## src/rtl/eth_phy_10g_pkg.sv

```systemverilog
// Shared definitions for the 10GBASE-R PHY blocks.
//   - 64b/66b sync header values
//   - error-injector mode encodings and forced-corruption mask
//   - error-injector FSM state type
package eth_phy_10g_pkg;

  localparam logic [1:0] SYNC_DATA = 2'b01;
  localparam logic [1:0] SYNC_CTRL = 2'b10;

  localparam logic [1:0] MODE_OFF    = 2'b00;
  localparam logic [1:0] MODE_RANDOM = 2'b01;
  localparam logic [1:0] MODE_BURST  = 2'b10;
  localparam logic [1:0] MODE_SINGLE = 2'b11;

  // Flipping bit 0 maps 01->00 and 10->11, so a forced error is always an
  // invalid header rather than a silently wrong but legal one.
  localparam logic [1:0] FORCE_MASK = 2'b01;

  typedef enum logic {
    ST_IDLE   = 1'b0,
    ST_INJECT = 1'b1
  } inj_state_e;

endpackage

```

## src/rtl/eth_phy_10g_prbs31_step.sv

```systemverilog
// Combinational parallel PRBS31 (x^31 + x^28 + 1) advancer.
// Ports:
//   state_in  : current 31-bit LFSR state
//   state_out : state after STEPS serial shifts
// Each serial shift is state <= {state[29:0], state[30] ^ state[27]}.
module eth_phy_10g_prbs31_step #(
  parameter int STEPS = 32
) (
  input  logic [30:0] state_in,
  output logic [30:0] state_out
);

  logic [30:0] s;

  always_comb begin
    s = state_in;
    for (int i = 0; i < STEPS; i++) begin
      s = {s[29:0], s[30] ^ s[27]};
    end
    state_out = s;
  end

endmodule

```

## src/rtl/eth_phy_10g_tx_hdr_err_inj.sv

```systemverilog
// TX sync-header error injector between the 64b/66b encoder and the SERDES.
// One register stage; the payload is passed through untouched while the
// 2-bit sync header may be corrupted randomly, in a triggered burst, or as a
// single shot. Saturating block and error counters are kept.
// Ports:
//   tx_clk, tx_rst_n            : block clock, async active-low reset
//   in_data/in_hdr/in_valid     : block from encoder
//   out_data/out_hdr/out_valid  : block to SERDES, 1 cycle later
//   cfg_enable/cfg_mode         : master enable, off/random/burst/single
//   cfg_threshold               : random-mode per-bit flip threshold
//   cfg_burst_len/cfg_trigger   : burst length and start pulse
//   cfg_err_clear               : synchronous counter clear
//   status_busy                 : burst or single shot in progress
//   status_block_count/err_count: saturating counters
// Only HDR_WIDTH = 2 is supported. THRESH_WIDTH must be <= 15 so that both
// random draws fit in the 31-bit LFSR.
module eth_phy_10g_tx_hdr_err_inj
  import eth_phy_10g_pkg::*;
#(
  parameter int          DATA_WIDTH   = 64,
  parameter int          HDR_WIDTH    = 2,
  parameter int          THRESH_WIDTH = 10,
  parameter logic [30:0] LFSR_SEED    = 31'h7FFFFFFF,
  parameter int          CNT_WIDTH    = 32
) (
  input  logic                    tx_clk,
  input  logic                    tx_rst_n,
  input  logic [DATA_WIDTH-1:0]   in_data,
  input  logic [HDR_WIDTH-1:0]    in_hdr,
  input  logic                    in_valid,
  output logic [DATA_WIDTH-1:0]   out_data,
  output logic [HDR_WIDTH-1:0]    out_hdr,
  output logic                    out_valid,
  input  logic                    cfg_enable,
  input  logic [1:0]              cfg_mode,
  input  logic [THRESH_WIDTH-1:0] cfg_threshold,
  input  logic [5:0]              cfg_burst_len,
  input  logic                    cfg_trigger,
  input  logic                    cfg_err_clear,
  output logic                    status_busy,
  output logic [CNT_WIDTH-1:0]    status_block_count,
  output logic [CNT_WIDTH-1:0]    status_err_count
);

  localparam logic [CNT_WIDTH-1:0] CNT_MAX = '1;

  inj_state_e             state_q, state_d;
  logic [5:0]             rem_q, rem_d, eff_rem;
  logic                   start, eff_inject, force_hdr;
  logic [30:0]            lfsr_q, lfsr_next;
  logic [THRESH_WIDTH-1:0] r0, r1;
  logic [HDR_WIDTH-1:0]   flip, hdr_d;

  eth_phy_10g_prbs31_step #(.STEPS(32)) u_prbs (
    .state_in  (lfsr_q),
    .state_out (lfsr_next)
  );

  assign r0 = lfsr_q[THRESH_WIDTH-1:0];
  assign r1 = lfsr_q[2*THRESH_WIDTH-1:THRESH_WIDTH];

  // eff_inject/eff_rem describe the cycle as if a trigger had already moved
  // the FSM into INJECT, so a trigger on a valid cycle corrupts that block.
  always_comb begin
    state_d    = state_q;
    rem_d      = rem_q;
    eff_inject = 1'b0;
    eff_rem    = rem_q;
    force_hdr  = 1'b0;
    start      = cfg_trigger && cfg_enable &&
                 ((cfg_mode == MODE_BURST && cfg_burst_len != 6'd0) ||
                  cfg_mode == MODE_SINGLE);
    case (state_q)
      ST_IDLE: begin
        if (start) begin
          eff_inject = 1'b1;
          eff_rem    = (cfg_mode == MODE_SINGLE) ? 6'd1 : cfg_burst_len;
        end
      end
      ST_INJECT: begin
        // Dropping enable aborts at once; triggers here are not queued.
        if (cfg_enable) begin
          eff_inject = 1'b1;
        end else begin
          state_d = ST_IDLE;
          rem_d   = 6'd0;
        end
      end
      default: begin
        state_d = ST_IDLE;
        rem_d   = 6'd0;
      end
    endcase
    if (eff_inject) begin
      if (in_valid) begin
        force_hdr = 1'b1;
        if (eff_rem == 6'd1) begin
          state_d = ST_IDLE;
          rem_d   = 6'd0;
        end else begin
          state_d = ST_INJECT;
          rem_d   = eff_rem - 6'd1;
        end
      end else begin
        state_d = ST_INJECT;
        rem_d   = eff_rem;
      end
    end
  end

  always_ff @(posedge tx_clk or negedge tx_rst_n) begin
    if (!tx_rst_n) begin
      state_q     <= ST_IDLE;
      rem_q       <= 6'd0;
      status_busy <= 1'b0;
    end else begin
      state_q     <= state_d;
      rem_q       <= rem_d;
      status_busy <= eff_inject;
    end
  end

  // Forced corruption wins over random flips if the mode is switched to
  // random in the middle of a burst.
  always_comb begin
    flip = '0;
    if (force_hdr) begin
      flip = FORCE_MASK;
    end else if (in_valid && cfg_enable && cfg_mode == MODE_RANDOM) begin
      flip[0] = (r0 < cfg_threshold);
      flip[1] = (r1 < cfg_threshold);
    end
    hdr_d = in_hdr ^ flip;
  end

  // ---- output register stage ----
  always_ff @(posedge tx_clk or negedge tx_rst_n) begin
    if (!tx_rst_n) begin
      out_data  <= '0;
      out_hdr   <= '0;
      out_valid <= 1'b0;
      lfsr_q    <= LFSR_SEED;
    end else begin
      out_data  <= in_data;
      out_hdr   <= hdr_d;
      out_valid <= in_valid;
      if (in_valid) begin
        lfsr_q <= lfsr_next;
      end
    end
  end

  always_ff @(posedge tx_clk or negedge tx_rst_n) begin
    if (!tx_rst_n) begin
      status_block_count <= '0;
      status_err_count   <= '0;
    end else if (cfg_err_clear) begin
      status_block_count <= '0;
      status_err_count   <= '0;
    end else if (in_valid) begin
      if (status_block_count != CNT_MAX) begin
        status_block_count <= status_block_count + 1'b1;
      end
      if (hdr_d != in_hdr && status_err_count != CNT_MAX) begin
        status_err_count <= status_err_count + 1'b1;
      end
    end
  end

endmodule
```

## config.mk

```make
export PLATFORM = sky130hd
export DESIGN_NAME = eth_phy_10g_tx_hdr_err_inj
export DESIGN_NICKNAME = d
export VERILOG_FILES = /design/src/rtl/eth_phy_10g_pkg.sv /design/src/rtl/eth_phy_10g_prbs31_step.sv /design/src/rtl/eth_phy_10g_tx_hdr_err_inj.sv
export SDC_FILE = /design/constraint.sdc
export NUM_CORES = 1
export LEC_CHECK = 0
export ABC_AREA = 1
export BUFFER_PORTS_ARGS = -buffer_cell sky130_fd_sc_hd__buf_2
export CAP_MARGIN = 20
export CORE_ASPECT_RATIO = 0.75
export CORE_MARGIN = 2
export CORE_UTILIZATION = 45
export DETAILED_ROUTE_END_ITERATION = 12
export HOLD_SLACK_MARGIN = 0.08
export PLACE_DENSITY = 0.76
export SETUP_SLACK_MARGIN = 0.5
export SYNTH_ARGS = -nofsm -noshare
export SYNTH_HDL_FRONTEND = slang
export SYNTH_SLANG_ARGS = --single-unit
```

## constraint.sdc

```tcl
create_clock -name tx_clk -period 3.35 [get_ports tx_clk]
set_input_delay 0.5025 -clock tx_clk [delete_from_list [all_inputs] [get_ports tx_clk]]
set_output_delay 0.5025 -clock tx_clk [all_outputs]
set_load 0.01 [all_outputs]
```

Word level (Yosys, flattened, before mapping)
Cells that the tools add are included.

storage, ports and cells
  bits in registers = 170
  output and inout port bits = 132
  logic and storage cells = 96

operators by class
  add/sub/neg operators = 3
  magnitude comparators = 2
  equal/unequal tests = 8
  mux-type cells = 25
  bitwise operators = 34
  reductions and logical operators = 15

operator list
  operator                                               count
  two-way mux 32 bit                                     6
  adder 32 x 1 -> 32 bit, second input constant          2
  inequality test 32 bit, second input constant          2
  two-way mux 6 bit                                      8
  bitwise XOR 1 bit                                      32
  < comparator 10 bit                                    2
  two-way mux 1 bit                                      8
  nonzero test 2 bit                                     4
  equality test 6 x 1 -> 1 bit, second input constant    1
  logical AND 1 bit                                      6
  AND reduction 2 bit                                    3
  nonzero test 6 bit                                     1
  subtractor 6 x 1 -> 6 bit, second input constant       1
  equality test 2 bit, second input constant             2
  two-way mux 2 bit                                      2
  equality test 2 x 1 -> 1 bit, second input constant    1
  inequality test 2 x 1 -> 1 bit, second input constant  1
  inequality test 2 bit                                  1
  one-hot mux 1 bit (2 select lines)                     1
  bitwise XOR 2 bit                                      1
  logical OR 1 bit                                       1
  inverter 1 bit                                         1

Logic depth before layout (Yosys ltp)
  depth in word-level cells = 14
  mapped depth = 14

Modules after synthesis
From an unflattened synthesis, not the netlist that was laid out.

unflattened totals
  cell total of the unflattened synthesis = 1043
  area, all modules = 8597.0 µm²

modules (own cells, without submodules)
  module                      instances  cells an instance  area an instance (µm²)  seq. area each (µm²)
  eth_phy_10g_tx_hdr_err_inj  1          979                8229.1                  4292.9
  eth_phy_10g_prbs31_step     1          64                 367.9                   0.0

Least setup slack after synthesis
No wires, ideal clock.

  kind = in2reg
  start point = input cfg_threshold[5]
  end point = register status_err_count[23]
  arrival = 1.833 ns
  path slack = 1.451 ns
  stages = 11
  buffers on the path = 1
  cell sequence = inv_1 -> ha_1 -> nand2_1 -> o21ai_0 -> a21oi_1 -> o21ai_0 -> nand3_2 -> nand2_2 -> buf_6 -> nand3_1 -> nand2_1

between the ends
  longest elaborated chain between the ends = 8
  elaborated cells on any way between the ends = 9

ends and longest elaborated chain
  what                                           RTL line                                                              source
  start, declared                                eth_phy_10g_tx_hdr_err_inj.sv:36                                      input logic [THRESH_WIDTH-1:0] cfg_threshold,
  < comparator 10 bit, on equally long branches  eth_phy_10g_tx_hdr_err_inj.sv:130, eth_phy_10g_tx_hdr_err_inj.sv:131
  two-way mux 2 bit (*)                          eth_phy_10g_tx_hdr_err_inj.sv:129                                     end else if (in_valid && cfg_enable && cfg_mode == MODE_RANDOM) begin
  two-way mux 2 bit (*)                          eth_phy_10g_tx_hdr_err_inj.sv:127                                     if (force_hdr) begin
  bitwise XOR 2 bit (*)                          eth_phy_10g_tx_hdr_err_inj.sv:133                                     hdr_d = in_hdr ^ flip;
  inequality test 2 bit (*)                      eth_phy_10g_tx_hdr_err_inj.sv:164                                     if (hdr_d != in_hdr && status_err_count != CNT_MAX) begin
  logical AND 1 bit (*)                          eth_phy_10g_tx_hdr_err_inj.sv:164
  nonzero test 2 bit (no line) (*)               --
  AND reduction 2 bit (no line) (*)              --
  end signal, assigned                           eth_phy_10g_tx_hdr_err_inj.sv:165                                     status_err_count <= status_err_count + 1'b1;
  end, declared                                  eth_phy_10g_tx_hdr_err_inj.sv:42                                      output logic [CNT_WIDTH-1:0] status_err_count

Every way passes the cells marked *; elsewhere a longest branch is shown, timed or not.
A chain may end at the register's enable or synchronous reset.

Worst setup path in the final report
  start point = register status_err_count[1]
  end point = register status_err_count[31]

between the ends
  longest elaborated chain between the ends = 4
  elaborated cells on any way between the ends = 8

ends and longest elaborated chain
  what                                                                     RTL line
  adder 32 x 1 -> 32 bit / inequality test 32 bit (equally long branches)  eth_phy_10g_tx_hdr_err_inj.sv:165, eth_phy_10g_tx_hdr_err_inj.sv:164
  two-way mux 32 bit / logical AND 1 bit (equally long branches)           eth_phy_10g_tx_hdr_err_inj.sv:164
  two-way mux 32 bit / nonzero test 2 bit (equally long branches)          --
  two-way mux 32 bit / AND reduction 2 bit (equally long branches)         --

Parallel ways exist; a longest one is shown, timed or not. The select of a mux whose other input is x is not followed.

==> flow_metrics.tcl <==
set metrics [dict create \
    max_slew_margin 0.3836 \
    clock_skew_ns 0.01697 \
    grt_overflow 0 \
    coreArea_mm2 0.01862 \
    die_w_um 163.6 \
    final-max-slew-violation-count 0 \
    cts_hold_buf 0 \
    drtPass1Iterations 5 \
    via_per_inst 5.096 \
    max_freq_mhz 412.6 \
    area_growth_syn_to_layout_pct 22.75 \
    grt_pass1_wl_um 35720 \
    crit_path_end_kind "flop" \
    syn-cell-area_mm2 0.008592 \
    clkTransAtPathRegs_ns 0.07 \
    avgSynthCellArea_um2 8.366 \
    hold_violations 0 \
    die_h_um 123.7 \
    fin_util 0.5665 \
    drc 0 \
    cts_root_buf "clkbuf_16" \
    hpwl_um 17150 \
    clk_path_buf_depth 2 \
    cts_resized 0 \
    ir_worst_vdd_mv 0.3478 \
    cap_violations 0 \
    ys_seq_area_frac 0.4996 \
    drt_iter0_markers 786 \
    drt.antenna.violating_nets 0 \
    yosys_warnings 0 \
    dp_slack_ns 0.8752 \
    final_cell_area_mm2 0.01055 \
    htree_levels 4 \
    status "completed" \
    post-cts-setup-buffers 0 \
    finalWorstSetupSlack_ns 0.9265 \
    ys_seq_elements 170 \
    post-route-min-period_ns 2.424 \
    clock_sinks 170 \
    fin_crit_sh 0.7234 \
    fin_setup_tns_ns 0 \
    numPortBuffers 221 \
    diodes 0 \
    pin_count 222 \
    post_drt_wl_per_cell_um 15.22 \
    drive_above_1_share 0.2576 \
    cts_tree "yes" \
    layout.nets 1351 \
    required_ns 3.71 \
    rsz0062_at_grt "false" \
    worstPathMaxFanout 33 \
    grt_pass1_vias 6932 \
    grt_max_degree 92 \
    die_area_mm2 0.02023 \
    antenna_found_initial 0 \
    grt_usage 0.2288 \
    clkLatencyLatePin_ns 0.43 \
    holdCritPathClass "input port to asynchronous set/reset pin" \
    power_density_mw_per_mm2 578.7 \
    ys_types 36 \
    place_area_mm2 0.009899 \
    place_congestion 0.9708 \
    holdWs_ns 0.1430 \
    power.leakage_nw 5.303 \
    synth_nets 1137 \
    layout.cells.non_filler 1501 \
    start_util 0.4616 \
    vias 7649 \
    power.total_mw 6.103 \
    detail_route.wirelength_um 22840 \
    place_inst 1469 \
    syn_inst 1027 \
    setup_viol_count_final 0 \
    fillers 1715 \
    cts_buffers 17 \
    arrival_ns 2.78 \
    tightest_slew_ns 0.9246 \
    critPathLaunchType "flop" \
    crit_type "flop to flop" \
    rows 43 \
]
## area by class of cell
cell class | count | area, µm² | area share
flip-flops and latches | 170 | 4293 | 0.4070
multi-input cells | 723 | 3741 | 0.3547
repair buffers | 228 | 1177 | 0.1116
clock buffers | 18 | 439.2 | 0.04164
inverters | 101 | 379.1 | 0.03595
well taps | 247 | 309.0 | 0.02930
clock inverters | 14 | 207.7 | 0.01969
## path summary, 6_finish.rpt
kind	cells past startpoint	slack, ns	startpoint	end
worst min-delay path	1	0.14	tx_rst_n	out_data[47]$_DFF_PN0_
worst max-delay path	10	0.93	status_err_count[1]$_DFFE_PN0P_	status_err_count[31]$_DFFE_PN0P_
worst max register to register	10	0.93	status_err_count[1]$_DFFE_PN0P_	status_err_count[31]$_DFFE_PN0P_
min in group tx_clk	1	0.18	in_data[56]	out_data[56]$_DFF_PN0_
max in group asynchronous	2	2.27	tx_rst_n	out_data[11]$_DFF_PN0_
worst min register to register	2	0.48	rem_q[2]$_DFFE_PN0P_	rem_q[2]$_DFFE_PN0P_
## synthesized netlist by cell type, drive strengths merged
cell | number | area [µm²]
or2 | 12 | 75.07
nand2 | 282 | 1066
dfrtp | 139 | 3478
inv | 101 | 379.1
o21a | 2 | 15.01
xnor2 | 40 | 350.3
xor2 | 24 | 210.2
nand3b | 7 | 52.55
clkbuf | 14 | 52.55
dfstp | 31 | 814.5
nor3 | 29 | 150.1
a21o | 1 | 7.510
nor3b | 2 | 15.01
o21bai | 1 | 7.510
and3 | 1 | 6.260
buf | 19 | 126.4
nor2 | 75 | 291.5
nand3 | 88 | 455.4
o211ai | 2 | 15.01
nor4 | 2 | 12.51
o21ai | 70 | 369.1
a21boi | 1 | 7.510
ha | 20 | 250.2
nand4 | 47 | 294.0
a21oi | 16 | 80.08
a32o | 1 | 10.01
## state kept, by name, summed over array words and instances (netlist names)
name / flops
out_valid: 1
status_block_count: 32
out_data: 64
status_err_count: 32
state_q: 1
rem_q: 6
out_hdr: 2
status_busy: 1
lfsr_q: 31
## cell usage in the layout (no fill, tap or decap), types with 2 or more instances in the layout
cell | netlist | final
a21oi_1 | 16 | 16
buf_2 | 5 | 220
buf_4 | 5 | 6
bufinv_16 | 0 | 4
clkbuf_16 | 0 | 17
dfrtp_1 | 139 | 139
dfstp_2 | 31 | 31
ha_1 | 20 | 20
inv_1 | 98 | 97
inv_2 | 3 | 4
inv_6 | 0 | 5
inv_8 | 0 | 2
nand2_1 | 279 | 279
nand2_2 | 3 | 3
nand3_1 | 85 | 85
nand3_2 | 3 | 3
nand3b_1 | 7 | 7
nand4_1 | 47 | 47
nor2_1 | 71 | 71
nor2_2 | 4 | 4
nor3_1 | 28 | 28
nor3b_1 | 2 | 2
nor4_1 | 2 | 2
o211ai_1 | 2 | 2
o21a_1 | 2 | 2
o21ai_0 | 57 | 57
o21ai_1 | 8 | 8
o21ai_2 | 5 | 5
or2_2 | 12 | 12
xnor2_1 | 40 | 40
xor2_1 | 24 | 24
## logic make-up after synthesis
kind of cell,count (synthesis),share of synthesized area
simple gates,545,0.2815
flops,170,0.4996
buf+inv,134,0.06495
compound gates,94,0.05956
xor+xnor,64,0.06524
fa+ha+maj,20,0.02912
## worst max-delay path, stage by stage, from the launching register on
cell     delay (ns)
dfrtp_1        0.43
ha_1           0.25
nand2_1        0.08
nor2_2         0.15
nand2_1        0.14
nor2_1         0.20
nand2_1        0.07
buf_4          0.24
nand2_2        0.51
nand3_1        0.18
nand2_1        0.10
## power by group
group,internal (mW),switching (mW)
Clock,1.29,0.869
Combinational,0.548,0.608
Sequential,2.47,0.316
Total,4.31,1.79
## routing by layer
metal / routed length (µm) / global-route usage / up-vias / part of all wire
li1: - / - / 3768 / -
met2: 10520 / 0.3687 / 303 / 0.46
met4: 185 / 0.04825 / 0 / 0.0081
met1: 10520 / 0.3179 / 3560 / 0.46
met5: 0 / 0 / - / 0
met3: 1615 / 0.05428 / 18 / 0.071
Note: power is estimated with default switching activity, not from simulation.
